--- src/rtl/reg_file.sv ---
// General-purpose register file: one synchronous write port, two combinational
// read ports, optional hardwired x0, optional write-to-read bypass and a sequenced clear.
module reg_file #(
    parameter int WIDTH    = 32,
    parameter int DEPTH    = 32,
    parameter int AW       = $clog2(DEPTH),
    parameter int ZERO_REG = 1,
    parameter int BYPASS   = 1
) (
    input  logic             clk,
    input  logic             rst,
    input  logic             we,
    input  logic [AW-1:0]    waddr,
    input  logic [WIDTH-1:0] wdata,
    input  logic [AW-1:0]    raddr1,
    output logic [WIDTH-1:0] rdata1,
    input  logic [AW-1:0]    raddr2,
    output logic [WIDTH-1:0] rdata2,
    input  logic             clr,
    output logic             busy
);

    localparam logic [AW-1:0] LAST_IDX = AW'(DEPTH - 1);

    typedef enum logic [0:0] {
        S_IDLE  = 1'b0,
        S_SWEEP = 1'b1
    } state_t;

    state_t             r_state;
    logic [AW-1:0]      r_cnt;
    logic [WIDTH-1:0]   r_mem [DEPTH];

    logic               w_wr_en;
    logic               w_byp1;
    logic               w_byp2;

    // An address is usable when it is in range and is not the hardwired x0.
    function automatic logic addr_ok(input logic [AW-1:0] a);
        logic in_range;
        logic is_zero;
        in_range = (32'(a) < 32'(DEPTH));
        is_zero  = (ZERO_REG != 0) && (a == AW'(0));
        return in_range && !is_zero;
    endfunction

    assign w_wr_en = we && (r_state == S_IDLE) && addr_ok(waddr);
    assign w_byp1  = (BYPASS != 0) && w_wr_en && (waddr == raddr1);
    assign w_byp2  = (BYPASS != 0) && w_wr_en && (waddr == raddr2);

    // Clear sequencer: walks r_cnt over every entry, busy mirrors the sweep state.
    always_ff @(posedge clk or posedge rst) begin
        if (rst) begin
            r_state <= S_IDLE;
            r_cnt   <= AW'(0);
            busy    <= 1'b0;
        end else begin
            case (r_state)
                S_IDLE: begin
                    if (clr) begin
                        r_state <= S_SWEEP;
                        r_cnt   <= AW'(0);
                        busy    <= 1'b1;
                    end else begin
                        r_state <= S_IDLE;
                        r_cnt   <= AW'(0);
                        busy    <= 1'b0;
                    end
                end
                S_SWEEP: begin
                    if (r_cnt == LAST_IDX) begin
                        r_state <= S_IDLE;
                        r_cnt   <= AW'(0);
                        busy    <= 1'b0;
                    end else begin
                        r_state <= S_SWEEP;
                        r_cnt   <= r_cnt + AW'(1);
                        busy    <= 1'b1;
                    end
                end
                default: begin
                    r_state <= S_IDLE;
                    r_cnt   <= AW'(0);
                    busy    <= 1'b0;
                end
            endcase
        end
    end

    // Storage array: the sweep has priority, writes are only taken while idle.
    always_ff @(posedge clk or posedge rst) begin
        if (rst) begin
            for (int i = 0; i < DEPTH; i++) begin
                r_mem[i] <= {WIDTH{1'b0}};
            end
        end else if (r_state == S_SWEEP) begin
            r_mem[r_cnt] <= {WIDTH{1'b0}};
        end else if (w_wr_en) begin
            r_mem[waddr] <= wdata;
        end
    end

    // Read port 1.
    always_comb begin
        rdata1 = {WIDTH{1'b0}};
        if (rst) begin
            rdata1 = {WIDTH{1'b0}};
        end else if (w_byp1) begin
            rdata1 = wdata;
        end else if (addr_ok(raddr1)) begin
            rdata1 = r_mem[raddr1];
        end else begin
            rdata1 = {WIDTH{1'b0}};
        end
    end

    // Read port 2.
    always_comb begin
        rdata2 = {WIDTH{1'b0}};
        if (rst) begin
            rdata2 = {WIDTH{1'b0}};
        end else if (w_byp2) begin
            rdata2 = wdata;
        end else if (addr_ok(raddr2)) begin
            rdata2 = r_mem[raddr2];
        end else begin
            rdata2 = {WIDTH{1'b0}};
        end
    end

endmodule

--- config.mk ---
export PLATFORM = sky130hd
export DESIGN_NAME = reg_file
export DESIGN_NICKNAME = d
export VERILOG_FILES = /design/src/rtl/reg_file.sv
export SDC_FILE = /design/constraint.sdc
export NUM_CORES = 2
export LEC_CHECK = 0
export ABC_AREA = 0
export BUFFER_PORTS_ARGS = -buffer_cell sky130_fd_sc_hd__buf_2
export CAP_MARGIN = 20
export CORE_ASPECT_RATIO = 1.2
export CORE_MARGIN = 3
export CORE_UTILIZATION = 55
export CTS_CLUSTER_SIZE = 16
export DETAILED_ROUTE_END_ITERATION = 16
export PLACE_DENSITY = 0.74
export SYNTH_ARGS = -nofsm -noshare
export SYNTH_HDL_FRONTEND = slang
export SYNTH_SLANG_ARGS = --single-unit
--- constraint.sdc ---
create_clock -name clk -period 28 [get_ports clk]
set_clock_uncertainty 0.2 [all_clocks]
set_input_delay 1.4 -clock clk [delete_from_list [all_inputs] [get_ports clk]]
set_output_delay 1.4 -clock clk [all_outputs]
set_load 0.005 [all_outputs]
==> out/qor.yml <==
status:
  outcome: "finished, final reports clean"
grt:
  grt_max_degree: 104
  grt_overflow: 0
  grt_pass1_vias: 40344
  grt_pass1_wl_mm: 271.9
  antenna_found_initial: 13
  gr-usage-all-layers: 0.3687
timing:
  worst_slew_pin_slew_ps: 1133
  final-hold-violation-count: 0
  tns_ps: 0
  period_share: 0.2481
  grt_setup_unrepaired: "no"
  final-setup-viol-count: 0
  min_period_ps: 6948
  slew_headroom: 0.2401
  fmax_mhz: 143.9
  maxSlewViolCount: 0
placement:
  place_congestion: 0.8634
  portBuffers: 115
  hpwlAfterDp_mm: 100.3
finish:
  n_fill_cell: 6925
  drive_gt1_frac: 0.3004
  area_growth_pct: 9.879
  nNetsFinal: 3493
clocking:
  postCtsSetupBuffers: 0
  cts_sinks: 1030
  cts-resized-gates: 0
  cts.clk_slew.worst_paths_ps: 60
  insertion_delay_ps: 670
  tritoncts: "yes"
  cts_buffer_depth: 3
  numCtsBuffers: 101
  cts_hold_buffers: 0
  cts_htree_levels: 3
  clockRootBuffer: "clkbuf_16"
power:
  p_total_mw: 3.544
  p_leak_nw: 25.61
  ir_drop_mv: 0.05694
  pwr_density_cell_nw_per_um2: 60.86
routing:
  wire_per_inst_um: 38.47
  vias: 39551
  drt_iter0_drc: 5792
  wl_mm: 183.9
  vias_per_cell: 8.273
  firstDrtPassIters: 6
  drc: 0
  drtAntennaViolNets: 0
hold_path:
  worstHoldPathType: "register to register"
  holdPathStages: 1
critical_path:
  crit_required_ps: 26400
  worst_setup_path_start_kind: "input pin"
  cp.arrival_ps: 5350
  path_class: "input pin to primary output"
  end_kind: "primary output"
  cp_max_fo: 71
  rr_worst_depth: 7
yosys:
  synth_area_leaders: "dfrtp_1 49%, mux4_2 24%, a22o_1 16%"
  yosysSeqAreaShare: 0.4864
  syn_inst: 3613
  synth_top_area_cell: "dfrtp_1"
  yosysWarnings: 0
  synth_fp_nets: 3669
  syn_area_per_cell_um2: 14.67
  syn_area_um2: 52990
  synthArstFlopShare: 1.000
  synth.distinct_cells: 38
  ys_ff_latch: 1030
  yosys.area.top_type_share: 0.4864
  ys.flop_type: "dfrtp_1"
  synth_edf_count: 0
floorplanning:
  die_h_um: 346.0
  die_x_um: 289.4
  rows: 124
  initial_core_util: 0.5554
  core_region_area_um2: 95420
  ios: 116
  dieArea_um2: 100100
flow_run:
  drv_cap: 0
-- worst max-delay path, cell delays in order --
cell	delay, ps
buf_8	500
buf_4	850
buf_4	830
mux4_2	350
a22oi_1	100
a211oi_1	880
a211o_1	220
buf_2	130
-- layout make-up --
| cell class | instances | area, um2 | share of cell area |
|---|---|---|---|
| clock inverter | 36 | 460.4 | 0.007908 |
| multi-input combinational | 2063 | 25800 | 0.4431 |
| tap | 1260 | 1577 | 0.02708 |
| sequential | 1030 | 25770 | 0.4427 |
| inverter | 6 | 26.28 | 0.0004513 |
| clock buffer | 145 | 2997 | 0.05147 |
| timing repair buffer | 235 | 1579 | 0.02712 |
| antenna | 6 | 15.01 | 0.0002579 |
-- per-stage QoR --
stage	utilization	worst slack, ps	instances	instance area (um2)	hold WS (ps)
finish	0.6102	21050	4781	58230	311.4
global route	0.6102	20960	4780	58220	327.2
CTS	0.6096	21120	4772	58170	311.5
detailed placement	0.5734	21140	4591	54710	294.2
global placement	0.5733	21170	4590	54700	283.9
floorplan	-	7544	3613	52990	266.6
-- routing by layer --
layer,GRT usage,vias to the layer above,share of wire
met1,0.4976,20582,0.35
met2,0.5227,3686,0.44
li1,-,14445,-
met3,0.1335,828,0.15
met5,0.005769,-,0.00060
met4,0.2041,10,0.066
-- sequential cells by signal, indices dropped and copies added, names as in the netlist --
name and flops:
r_cnt 5, r_state 1, r_mem 1024
-- synth_stat cells, types with 2 or more instances --
master / number
dfrtp_1: 1030
a22o_1: 992
mux4_2: 576
clkbuf_1: 379
a22oi_1: 128
buf_2: 68
nor2b_1: 68
a211o_1: 64
a211oi_1: 64
buf_1: 56
nor2_1: 42
and2_1: 39
a21oi_1: 31
xnor2_1: 11
nand2_1: 9
inv_1: 6
nand3_1: 6
ha_1: 5
nor3_1: 5
buf_6: 4
nand3b_1: 4
buf_8: 3
nor3b_1: 3
and3_1: 2
clkbuf_2: 2
nor4_1: 2
o311ai_1: 2
o41ai_2: 2
-- worst paths after layout --
path | slack (ps) | start | endpoint
max in group asynchronous | 22630 | rst | r_mem[312]
min reg2reg | 310 | r_mem[1015] | r_mem[1015]
min | 310 | r_mem[1015] | r_mem[1015]
max reg2reg | 24320 | r_state | r_mem[204]
max | 21050 | raddr1[2] | rdata1[15]
min in group asynchronous | 830 | rst | r_mem[467]
-- power breakdown --
group          total, mW  switching, mW  internal [mW]  leakage, nW
combinational      0.491          0.317          0.174         9.62
clock               1.44          0.611          0.833         1.71
sequential          1.61         0.0576           1.55         14.3
total               3.54          0.985           2.56         25.6
-- kinds of logic (layout without fill, tap and decap cells) --
group | count (synthesis) | count (layout) | synth area share
compound gates | 1285 | 1285 | 0.2061
flops | 1030 | 1030 | 0.4864
fa+ha+maj | 5 | 5 | 0.001181
mux | 576 | 576 | 0.2448
xor+xnor | 12 | 12 | 0.001983
simple gates | 185 | 185 | 0.01946
other cells | 0 | 6 | 0
buf+inv | 520 | 422 | 0.04007
-- layout by cell type (no fill, tap or decap), types with 9 or more instances in the layout --
master	n
xnor2_1	11
nor2_4	31
clkinv_2	19
clkbuf_16	104
a211o_1	64
bufinv_16	10
a22oi_1	128
buf_4	115
and2_1	37
nand2_1	9
mux4_2	576
a22o_1	992
nor2b_1	64
a211oi_1	64
dfrtp_1	1030
clkbuf_1	17
clkbuf_8	26
buf_2	109
nor2_1	11
a21oi_4	31
(Power assumes the default switching activity.)
